===== config.mk =====
export PLATFORM = sky130hd
export DESIGN_NAME = generador_tasa
export DESIGN_NICKNAME = d
export VERILOG_FILES = /design/src/rtl/generador_tasa.sv
export SDC_FILE = /design/constraint.sdc
export NUM_CORES = 1
export LEC_CHECK = 0
export BUFFER_PORTS_ARGS = -buffer_cell sky130_fd_sc_hd__buf_2
export CORE_ASPECT_RATIO = 1.2
export CORE_UTILIZATION = 52
export CTS_BUF_LIST = sky130_fd_sc_hd__clkbuf_16
export DETAILED_ROUTE_END_ITERATION = 10
export PLACE_DENSITY = 0.73
export SLEW_MARGIN = 0
export SYNTH_ARGS = -nofsm -noshare
export SYNTH_HDL_FRONTEND = slang
export SYNTH_SLANG_ARGS = --single-unit

===== constraint.sdc =====
create_clock -name clk -period 3.6 [get_ports clk]
set_input_delay 0.54 -clock clk [delete_from_list [all_inputs] [get_ports clk]]
set_output_delay 0.54 -clock clk [all_outputs]
set_load 0.05 [all_outputs]

===== src/rtl/generador_tasa.sv =====
// generador_tasa: pseudo-random traffic generator and per-destination rate/checksum checker.
// Ports:
//   clk, reset_L             clock (posedge) and asynchronous active-low reset
//   start                    one-cycle pulse, starts a run from IDLE or DONE
//   mode_cont, stop          continuous mode runs until stop is high; burst mode sends num_words
//   num_words, seed          burst length and LFSR seed (seed 0 is replaced by 1)
//   rd_mask                  per-destination read enable; masked channels are not checked
//   main_full, main_wr       Main FIFO full flag and push strobe
//   main_data_in             word pushed into the Main FIFO
//   dest_empty, dest_error   destination FIFO status flags
//   dest_data_out, dest_rd   destination read data (valid the cycle after dest_rd) and pops
//   busy, done, pass         RUN/DRAIN, DONE, and the result that is valid while done
//   error_out                sticky: destination error, misrouted word or drain timeout
//   sent_count, rcvd_count   per-destination word counters, channel i at [i*CW +: CW]
module generador_tasa #(
    parameter int BW       = 6,
    parameter int DBW      = 1,
    parameter int DEST_LSB = 4,
    parameter int CW       = 16,
    parameter int TMO      = 64
) (
    input  logic                      clk,
    input  logic                      reset_L,
    input  logic                      start,
    input  logic                      mode_cont,
    input  logic                      stop,
    input  logic [CW-1:0]             num_words,
    input  logic [15:0]               seed,
    input  logic [(2**DBW)-1:0]       rd_mask,
    input  logic                      main_full,
    output logic                      main_wr,
    output logic [BW-1:0]             main_data_in,
    input  logic [(2**DBW)-1:0]       dest_empty,
    input  logic [(2**DBW)-1:0]       dest_error,
    input  logic [(2**DBW)*BW-1:0]    dest_data_out,
    output logic [(2**DBW)-1:0]       dest_rd,
    output logic                      busy,
    output logic                      done,
    output logic                      pass,
    output logic                      error_out,
    output logic [(2**DBW)*CW-1:0]    sent_count,
    output logic [(2**DBW)*CW-1:0]    rcvd_count
);
    localparam int N_DEST = 2**DBW;
    localparam int IW = $clog2(TMO + 1);
    localparam logic [CW-1:0] CMAX = '1;

    typedef enum logic [1:0] {S_IDLE, S_RUN, S_DRAIN, S_DONE} state_t;

    state_t             r_state;
    logic [15:0]        r_lfsr;
    logic [CW-1:0]      r_tot;
    logic [CW-1:0]      r_sent [N_DEST];
    logic [CW-1:0]      r_rcvd [N_DEST];
    logic [BW-1:0]      r_schk [N_DEST];
    logic [BW-1:0]      r_rchk [N_DEST];
    logic [N_DEST-1:0]  r_rd_q;
    logic [IW-1:0]      r_idle;
    logic               r_err;
    logic               r_pass;

    logic [BW-1:0]      w_word;
    logic [DBW-1:0]     w_wdest;
    logic [15:0]        w_lfsr_nx;
    logic [N_DEST-1:0]  w_rd;
    logic [N_DEST-1:0]  w_bad;
    logic               w_stop;
    logic               w_push;
    logic               w_last;
    logic               w_err_set;
    logic               w_eq;
    logic               w_ok;

    // Zero means "no data" downstream, so it is never emitted.
    assign w_word    = (r_lfsr[BW-1:0] == '0) ? BW'(1) : r_lfsr[BW-1:0];
    assign w_wdest   = w_word[DEST_LSB +: DBW];
    assign w_lfsr_nx = {r_lfsr[14:0], r_lfsr[15] ^ r_lfsr[13] ^ r_lfsr[12] ^ r_lfsr[10]};
    assign w_stop    = mode_cont ? stop : (r_tot == num_words);
    assign w_push    = (r_state == S_RUN) & ~main_full & ~w_stop;
    // Leave RUN on the same edge as the final burst push, so no extra idle RUN cycle.
    assign w_last    = w_stop | (~mode_cont & w_push & ((r_tot + 1'b1) == num_words));
    assign busy      = (r_state == S_RUN) | (r_state == S_DRAIN);
    assign done      = (r_state == S_DONE);
    assign w_rd      = busy ? (rd_mask & ~dest_empty & ~dest_error) : '0;
    assign w_err_set = busy & ((|dest_error) | (|w_bad));

    assign main_wr      = w_push;
    assign main_data_in = w_push ? w_word : '0;
    assign dest_rd      = w_rd;
    assign pass         = r_pass;
    assign error_out    = r_err;

    always_comb begin
        w_bad = '0;
        w_eq  = 1'b1;
        w_ok  = 1'b1;
        for (int i = 0; i < N_DEST; i++) begin
            w_bad[i] = r_rd_q[i] & (dest_data_out[i*BW + DEST_LSB +: DBW] != DBW'(i));
            w_eq = w_eq & (~rd_mask[i] | (r_sent[i] == r_rcvd[i]));
            w_ok = w_ok & (~rd_mask[i] | (r_schk[i] == r_rchk[i]))
                        & (r_sent[i] != CMAX) & (r_rcvd[i] != CMAX);
        end
    end

    genvar g;
    generate
        for (g = 0; g < N_DEST; g++) begin : g_out
            assign sent_count[g*CW +: CW] = r_sent[g];
            assign rcvd_count[g*CW +: CW] = r_rcvd[g];
        end
    endgenerate

    always_ff @(posedge clk or negedge reset_L) begin
        if (!reset_L) begin
            r_state <= S_IDLE;
            r_lfsr  <= 16'h0001;
            r_tot   <= '0;
            r_rd_q  <= '0;
            r_idle  <= '0;
            r_err   <= 1'b0;
            r_pass  <= 1'b0;
            for (int i = 0; i < N_DEST; i++) begin
                r_sent[i] <= '0;
                r_rcvd[i] <= '0;
                r_schk[i] <= '0;
                r_rchk[i] <= '0;
            end
        end else begin
            r_rd_q <= w_rd;
            if (w_err_set) r_err <= 1'b1;
            if (w_push) begin
                r_lfsr <= w_lfsr_nx;
                if (r_tot != CMAX) r_tot <= r_tot + 1'b1;
                if (r_sent[w_wdest] != CMAX) r_sent[w_wdest] <= r_sent[w_wdest] + 1'b1;
                r_schk[w_wdest] <= r_schk[w_wdest] ^ w_word;
            end
            for (int i = 0; i < N_DEST; i++) begin
                if (r_rd_q[i]) begin
                    if (r_rcvd[i] != CMAX) r_rcvd[i] <= r_rcvd[i] + 1'b1;
                    r_rchk[i] <= r_rchk[i] ^ dest_data_out[i*BW +: BW];
                end
            end
            case (r_state)
                S_IDLE, S_DONE: begin
                    if (start) begin
                        r_state <= S_RUN;
                        r_lfsr  <= (seed == 16'h0) ? 16'h0001 : seed;
                        r_tot   <= '0;
                        r_rd_q  <= '0;
                        r_err   <= 1'b0;
                        r_pass  <= 1'b0;
                        for (int i = 0; i < N_DEST; i++) begin
                            r_sent[i] <= '0;
                            r_rcvd[i] <= '0;
                            r_schk[i] <= '0;
                            r_rchk[i] <= '0;
                        end
                    end
                end
                S_RUN: begin
                    if (w_last) begin
                        r_state <= S_DRAIN;
                        r_idle  <= '0;
                    end
                end
                S_DRAIN: begin
                    r_idle <= (|r_rd_q) ? '0 : r_idle + 1'b1;
                    // Finish only when nothing is issued or returning, so no word is lost.
                    if (w_eq && r_rd_q == '0 && w_rd == '0) begin
                        r_state <= S_DONE;
                        r_pass  <= w_ok & ~r_err & ~w_err_set;
                    end else if (r_rd_q == '0 && r_idle == IW'(TMO - 1)) begin
                        r_state <= S_DONE;
                        r_err   <= 1'b1;
                        r_pass  <= 1'b0;
                    end
                end
                default: r_state <= S_IDLE;
            endcase
        end
    end
endmodule

# After elaboration in Yosys (flattened, before gate mapping)
# Index checks and enable logic that the tools add are counted.
dict set report word_totals {
  register_bits 133
  input_bits 56
  output_inout_bits 77
  elab_cells 160
}
dict set report classes {
  add_sub_neg 5
  n_lt_le_gt_ge 2
  n_eq_ne 19
  n_mux 60
  n_bitwise 41
  n_reduce_logical 18
}
# operator n
set ops {}
lappend ops {{two-way mux 16 bit} 16}
lappend ops {{two-way mux 32 bit} 6}
lappend ops {{inequality test 16 bit (second input constant)} 6}
lappend ops {{adder 16 x 1 -> 16 bit (second input constant)} 4}
lappend ops {{== test 16 bit} 4}
lappend ops {{two-way mux 12 bit} 5}
lappend ops {{two-way mux 6 bit} 8}
lappend ops {{bitwise mux 32 bit} 1}
lappend ops {{XOR 6 bit} 3}
lappend ops {{demux 16 bit (select 1 bit)} 1}
lappend ops {{logical NOT 16 bit} 1}
lappend ops {{AND 1 bit} 15}
lappend ops {{two-way mux 2 bit} 7}
lappend ops {{two-way mux 7 bit} 2}
lappend ops {{one-hot mux 7 bit (2 select lines)} 1}
lappend ops {{bitwise mux 12 bit} 1}
lappend ops {{== test 6 bit} 2}
lappend ops {{two-way mux 1 bit} 8}
lappend ops {{inverter 1 bit} 8}
lappend ops {{OR reduction 2 bit} 4}
lappend ops {{adder 7 x 1 -> 7 bit (second input constant)} 1}
lappend ops {{== test 7 x 6 -> 1 bit (second input constant)} 1}
lappend ops {{bitwise OR 1 bit} 7}
lappend ops {{demux 6 bit (select 1 bit)} 1}
lappend ops {{other kinds (18)} 32}

# Longest topological paths before layout
# Gate-level depths: netlist of the first run.
dict set report logic_depth {
  ltp_word 12
  ltp_mapped 15
  mapped_depth_nobuf 9
}

# Least setup slack after synthesis of the first run
# No wires, ideal clock.
dict set report synth_path {
  path_type {reg-to-reg}
  startpoint {register r_state[0]}
  endpoint {register r_state[1]}
  setup_time_ps 101
  t_arrival_ps 3514
  required_time_ps 3499
  slack_ps -15
  path_stages_with_launch 10
  n_path_buf 1
  synth_period_minus_slack_ps 3615
  cell_sequence {dfrtp_1 inv_1 ha_1 clkbuf_1 nor4b_1 nor4_1 nand2_1 nor3b_1 nor3b_1 o32ai_1}
}
dict set report synth_between {
  elab_cells_between_ends 20
  classes_between {6 x eq/ne; 3 x mux; 6 x bitwise; 5 x reduce/logical}
}
# element line
set synth_lines {}
lappend synth_lines {{from (decl)} 50} ;# state_t r_state;
lappend synth_lines {{from (signal assigned)} 115} ;# r_state <= S_IDLE;
lappend synth_lines {{from (signal assigned)} 146} ;# r_state <= S_RUN;
lappend synth_lines {{from (signal assigned)} 162} ;# r_state <= S_DRAIN;
lappend synth_lines {{== test 2 x 1 -> 1 bit / == test 2 bit (equally long branches)} 82} ;# assign busy = (r_state == S_RUN) | (r_state == S_DRAIN);
lappend synth_lines {{bitwise OR 1 bit *} 82}
lappend synth_lines {{two-way mux 2 bit *} 84} ;# assign w_rd = busy ? (rd_mask & ~dest_empty & ~dest_error) : '0;
lappend synth_lines {{via dest_rd[0]} 36} ;# output logic [(2**DBW)-1:0] dest_rd,
lappend synth_lines {{logical NOT 2 bit *} 169} ;# if (w_eq && r_rd_q == '0 && w_rd == '0) begin
lappend synth_lines {{logical AND 1 bit *} 169}
lappend synth_lines {{inequality test 3 x 1 -> 1 bit (no source line) / two-way mux 2 bit (equally long branches)} n/a}
lappend synth_lines {{AND reduction 3 bit (no source line) / one-hot mux 2 bit (3 select lines) (equally long branches)} n/a}
# Mark *: on every way through the listed nets, which the timed path passes. The rest lies on a longest branch.
# A chain may end at the register's enable or synchronous reset.

# Final worst setup path of the first run
dict set report layout_path {
  startpoint {register r_tot[8]}
  endpoint {output port main_data_in[4]}
}
dict set report layout_between {
  elab_chain_len 5
}
# element line
set layout_lines {}
lappend layout_lines {{from (decl)} 52} ;# logic [CW-1:0] r_tot;
lappend layout_lines {{from (signal assigned)} 133} ;# if (r_tot != CMAX) r_tot <= r_tot + 1'b1;
lappend layout_lines {{== test 16 bit} 78} ;# assign w_stop = mode_cont ? stop : (r_tot == num_words);
lappend layout_lines {{two-way mux 1 bit} 78}
lappend layout_lines {{inverter 1 bit} 79} ;# assign w_push = (r_state == S_RUN) & ~main_full & ~w_stop;
lappend layout_lines {{AND 1 bit} 79}
lappend layout_lines {{two-way mux 6 bit} 88} ;# assign main_data_in = w_push ? w_word : '0;
lappend layout_lines {{to (decl)} 32} ;# output logic [BW-1:0] main_data_in,
# Every way passes these cells.

==> impl_metrics.tcl, run 1 <==
set metrics [dict create \
    drive_gt1_share_pct 19.8 \
    holdPathEnd "r_rd_q[1]$_DFF_PN0_" \
    wl_per_cell_microns 16.9 \
    drt-initial-drc-count 367 \
    worstSetupEndpointType "output pin" \
    synth_cells 873 \
    path_cells "xnor2_1 -> nand2_1 -> or4_4 -> o21ai_4 -> clkinvlp_4 -> and2_1 -> buf_2" \
    synthToLayoutAreaGrowth_pct 17.0 \
    instances_no_fill 1208 \
    dp_hpwl_microns 14800 \
    clk_transition_reported_paths_ns 0.06 \
    finalPower_mw 5.45 \
    synth_edf_count 0 \
    yosysWarnings 0 \
    regArea_sq_um 3330 \
    ant_nets 0 \
    yosysUniqueCellTypes 67 \
    finalCriticalPeriod_ns 3.41 \
    n_fill_cell 1299 \
    worstRegToRegCells 9 \
    ios 133 \
    place_ws_ns 0.456 \
    routed_wl_microns 20400 \
    die-area_sq_um 16000 \
    fmax_mhz 293 \
    grt_pass1_vias 6591 \
    drc 0 \
    min_path_cells 2 \
    start_util_pct 53.5 \
    clockBufferDepth 2 \
    crit_slowest_cell "or4_4" \
    cts_tree "yes" \
    power.leakage_nw 4.56 \
    cp.arrival_ns 2.87 \
    min_from "dest_empty[1]" \
    die_h_microns 138 \
    path_delay_family "simple AND/OR/NAND/NOR gates" \
    hold_viol_final 0 \
    grt_usage_pct 26.9 \
    grt_overflow_total 0 \
    cp_max_fo 9 \
    multi_input_area_sq_um 4450 \
    outcome "finished clean" \
    min_period_over_period_pct 94.7 \
    cts_root_buf "clkbuf_16" \
    timing.rr.end "r_idle[6]$_DFFE_PN0P_" \
    stdcell_area_sq_um 9410 \
    antenna_cells 0 \
    rrSetupSlack_ns 0.63 \
    startpoint_type "flop" \
    placed_cells 1171 \
    postPlaceCellArea_sq_um 8850 \
    power.density_nw_per_um2 580 \
    ys_seq_elements 133 \
    vias 6822 \
    final_nets 1058 \
    clock-sinks 133 \
    grt_pass1_wl_microns 33200 \
    syn_nets 938 \
    synth-main-ff-cell "dfrtp_1" \
    synthesis.area_sq_um 8040 \
    whs_ns 0.309 \
    hold_path.class "primary input to flop" \
    setup_viol 0 \
    clock_latency_ns 0.42 \
    relSlewSlack_pct 49.4 \
    portBuffers 132 \
    vias_per_cell 5.65 \
    slew_viol_final 0 \
    drtPass1Iterations 5 \
    rows 49 \
    fin_ws_ns 0.193 \
    gp_congestion 0.880 \
    r2r-start "r_tot[0]$_DFF_PN0_" \
    yosysSeqAreaShare_pct 41.4 \
    syn_area_per_cell_sq_um 9.21 \
    clock_skew_ns 0.00969 \
    maxCapViolCount 0 \
    critPathMaxStageDelay_ns 0.55 \
    cp.required_ns 3.06 \
    cts_made_buffers 17 \
    path_class "flop to output pin" \
    grt_setup_unrepaired "no" \
    grt_max_degree 128 \
    fp.dieW_microns 116 \
    fin_setup_tns_ns 0 \
    vdd_ir_drop_max_uv 385 \
    coreArea_sq_um 15000 \
    h-tree-depth 4 \
    cp_num_buf_inv 2 \
    fin_util_pct 62.6 \
    synthArstFlopShare_pct 100 \
    antenna_found_initial 1 \
    worstMarginPinSlew_ns 0.752 \
]
## worst reg2reg max path, cell delays in order (launching register included)
cell and delay, ns:
dfrtp_1 0.49, ha_1 0.32, nand3_4 0.16, nor4_2 0.39, and3_1 0.34, xnor2_1 0.12, nor4_2 0.28, a21oi_2 0.18
o21bai_4 0.26, a211o_1 0.31
## cell usage in the layout (no fill, tap or decap), drive strengths merged, types with 3 or more instances in the layout
cell type    n
and2        12
nand2b       3
nand3b       4
nor3        20
nand3       42
mux2i       35
xor2        89
inv         15
o21ai       25
ha           9
clkinv       8
a21oi       26
nor2       117
or4          4
a31oi        6
xnor2       64
o31ai        5
nor4        25
nor3b        9
nor4b        5
clkbuf      17
nand4       26
a22oi        3
nand2       77
dfrtp      132
a211o        6
buf        148
or3          9
a211oi       4
nor2b        6
and3        17
and4         4
## Yosys cell counts (16+ instances only)
library cell	instances	area share (%)
xnor2_1	64	7.0
xor2_1	89	9.7
nand2_1	77	3.6
nor2_1	117	5.5
nor4_1	23	1.8
nand4_1	25	1.9
and3_1	16	1.2
nand3_1	39	2.4
mux2i_1	35	4.4
o21ai_0	24	1.5
clkbuf_1	30	1.4
dfrtp_1	132	41
a21oi_1	25	1.6
nor3_1	19	1.2
## sequential cells by signal, indices dropped and copies added, names as in the netlist, named ones only
| register | cells |
|---|---|
| r_state | 2 |
| r_tot | 16 |
| r_rd_q | 2 |
| pass | 1 |
| r_lfsr | 16 |
| r_idle | 7 |
| r_rchk | 12 |
| error_out | 1 |
| sent_count | 32 |
| r_schk | 11 |
| rcvd_count | 32 |
## repair_timing
item                                    in CTS  in global routing
endpoints found under the setup margin       0                  1
resized for setup                            0                  1
hold endpoints to repair                     6                  0
hold buffers                                 1                  0
buffers inserted                             0                  6
## cells by family (layout without fill, tap and decap cells)
| kind of cell | count (synthesis) | count (layout) | synth area share, % |
|---|---|---|---|
| and+or+nand+nor | 389 | 389 | 24.8 |
| xor gates and xnor gates | 153 | 153 | 16.7 |
| DFF | 133 | 133 | 41.4 |
| AOI/OAI and AO/OA | 92 | 92 | 7.64 |
| buffers and inverters | 60 | 191 | 3.44 |
| muxes | 37 | 37 | 4.64 |
| adders and majority gates | 9 | 9 | 1.40 |
## final cells by class
class                      instances  area share, %
sequential                       133           35.4
inverter                          12          0.519
multi-input combinational        680           47.3
timing repair buffer             149           8.71
clock buffer                      17           4.52
tap                              204           2.71
clock inverter                    13          0.838
## power breakdown
| part | total (mW) | leakage, nW | switching [mW] | internal (mW) |
|---|---|---|---|---|
| Sequential | 2.04 | 1.81 | 0.280 | 1.75 |
| Clock | 1.51 | 0.265 | 0.600 | 0.911 |
| Combinational | 1.91 | 2.49 | 1.21 | 0.694 |
| Total | 5.45 | 4.56 | 2.09 | 3.36 |
## worst max path at each step
stage / startpoint / to / slack, ns / cells past startpoint
finish: r_tot[8]$_DFF_PN0_ / main_data_in[4] / 0.19 / 7
global route: r_tot[12]$_DFF_PN0_ / main_data_in[4] / 0.06 / 7
CTS: r_tot[8]$_DFF_PN0_ / main_data_in[4] / 0.13 / 7
detailed placement: num_words[8] / main_data_in[4] / 0.46 / 8
global placement: num_words[8] / main_data_in[4] / 0.48 / 8
floorplan: r_lfsr[4]$_DFF_PN0_ / sent_count[26]$_DFF_PN0_ / 0.08 / 14
## metal layers
layer,routed length [microns],global-route usage [%],vias to the layer above
li1,-,-,3272
met1,8670,32.2,3348
met2,10500,46.8,166
met3,740,5.66,34
met4,471,10.1,2
met5,10,0,-
Note: power is estimated with default switching activity, not from simulation.
==> run 2, diff against run 1 <==
--- a/config.mk
+++ b/config.mk
@@ -7,10 +7,10 @@
 export LEC_CHECK = 0
 export BUFFER_PORTS_ARGS = -buffer_cell sky130_fd_sc_hd__buf_2
 export CORE_ASPECT_RATIO = 1.2
-export CORE_UTILIZATION = 52
+export CORE_UTILIZATION = 40
 export CTS_BUF_LIST = sky130_fd_sc_hd__clkbuf_16
 export DETAILED_ROUTE_END_ITERATION = 10
-export PLACE_DENSITY = 0.73
+export PLACE_DENSITY = 0.58
 export SLEW_MARGIN = 0
 export SYNTH_ARGS = -nofsm -noshare
 export SYNTH_HDL_FRONTEND = slang
==> run 2 against run 1 <==
  * Critical path depth stayed put
  * Critical path type unchanged
  * Clock skew is 0.0015 ns lower
  * Worst hold slack worse by 0.17 ns
  * Highest routed layer is now met4
  * Utilization is 14 points lower
  * Sequential cell count stayed put
  * Power is 3.8% higher
  * Setup slack better by 0.0097 ns
  * Routed wire length is 5.1% higher
==> impl_metrics.tcl, run 2 (synthesis gave the netlist of run 1 again) <==
set metrics [dict create \
    outcome "finished clean" \
    grt_max_degree 72 \
    cp_max_fo 14 \
    wl_per_cell_microns 17.0 \
    cts_made_buffers 17 \
    maxCapViolCount 0 \
    hold_path.class "primary input to async pin" \
    wl_met2_microns 10700 \
    grt_pass1_vias 6579 \
    post_cts_resized 0 \
    multi_input_area_sq_um 4450 \
    cts_tree "yes" \
    drt-initial-drc-count 330 \
    min_period_over_period_pct 94.4 \
    path_class "flop to output pin" \
    post-cts-setup-buffer-count 0 \
    antenna_found_initial 0 \
    fp.dieW_microns 131 \
    finalCriticalPeriod_ns 3.40 \
    top_layer_used "met4" \
    clock_skew_ns 0.00816 \
    die-area_sq_um 20700 \
    gp_congestion 0.858 \
    dp_hpwl_microns 15700 \
    clockBufferDepth 2 \
    clock_latency_ns 0.42 \
    grt_usage_pct 21.5 \
    h-tree-depth 4 \
    worstRegToRegCells 9 \
    antenna_cells 0 \
    vias_per_cell 5.31 \
    fmax_mhz 294 \
    final_common_cell "dfrtp_1" \
    start_util_pct 41.0 \
    startpoint_type "flop" \
    portBuffers 132 \
    cts_root_buf "clkbuf_16" \
    power.density_nw_per_um2 595 \
    routed_wl_microns 21500 \
    ctsHoldBuffers 0 \
    wl_met3_microns 636 \
    drtPass1Iterations 5 \
    coreArea_sq_um 19600 \
    grt_setup_unrepaired "no" \
    worstSetupEndpointType "output pin" \
    drive_gt1_share_pct 20.1 \
    ant_nets 0 \
    finalPower_mw 5.66 \
    worstMarginPinSlew_ns 0.795 \
    n_fill_cell 1934 \
    fin_setup_tns_ns 0 \
    power.leakage_nw 4.58 \
    hold_viol_final 0 \
    die_h_microns 157 \
    grt_overflow_total 0 \
    slew_viol_final 0 \
    setup_viol 0 \
    grt_pass1_wl_microns 34700 \
    cp.required_ns 3.06 \
    relSlewSlack_pct 46.3 \
    synthToLayoutAreaGrowth_pct 18.3 \
    rows 56 \
    clock-sinks 133 \
    drc 0 \
    regArea_sq_um 3330 \
    ios 133 \
    final_nets 1054 \
    clk_transition_reported_paths_ns 0.06 \
    cp.arrival_ns 2.86 \
    vias 6706 \
    wl_met1_microns 9550 \
    vdd_ir_drop_max_uv 337 \
    layout_common_cells "dfrtp_1 (132), buf_2 (131), nor2_1 (117)" \
]
-- run 2: power by group --
part	switching, mW	leakage, nW	internal [mW]
clock	0.637	0.295	1.07
sequential	0.288	1.81	1.75
combinational	1.23	2.48	0.686
-- run 2: critical path, cell delays in order, from the launching register on --
cell and delay, ns:
dfrtp_1 0.47, xnor2_1 0.26, nand2_1 0.10, or4_4 0.55
o21ai_4 0.28, inv_1 0.26, and2_1 0.28, buf_2 0.23
-- run 2: area by class of cell --
| type | instances | share of cell area (%) |
|---|---|---|
| sequential | 133 | 35.0 |
| timing repair buffer | 145 | 8.30 |
| clock inverter | 15 | 1.56 |
| tap | 261 | 3.43 |
| multi-input combinational | 680 | 46.8 |
| clock buffer | 17 | 4.47 |
| inverter | 12 | 0.473 |
-- run 2: worst paths after layout --
| check | from | end | slack, ns |
|---|---|---|---|
| worst max register to register | r_tot[0]$_DFF_PN0_ | r_idle[2]$_DFFE_PN0P_ | 0.65 |
| max in group asynchronous | reset_L | r_rd_q[0]$_DFF_PN0_ | 2.65 |
| worst max-delay path | r_tot[12]$_DFF_PN0_ | main_data_in[4] | 0.20 |
| min in group clk | dest_empty[1] | r_rd_q[1]$_DFF_PN0_ | 0.31 |
| worst min-delay path | reset_L | sent_count[3]$_DFF_PN0_ | 0.14 |
| worst min register to register | flop | flop | 0.51 |
-- run 2: metrics by stage --
stage               hold WS [ns]  cells  setup WS (ns)  cell area [sq um]  util, %
floorplan                  0.244    873         0.0773               8050        -
global placement           0.490   1231          0.541               8940     45.6
detailed placement         0.495   1231          0.495               8940     45.6
CTS                        0.164   1263          0.200               9520     48.5
global route               0.194   1263        0.00926               9520     48.5
finish                     0.139   1263          0.202               9520     48.5
-- run 2: per-layer routing --
layer	vias up	global-route usage, %
met5	-	0
met4	0	9.69
met3	32	3.16
met2	142	37.2
met1	3263	26.6
li1	3269	-
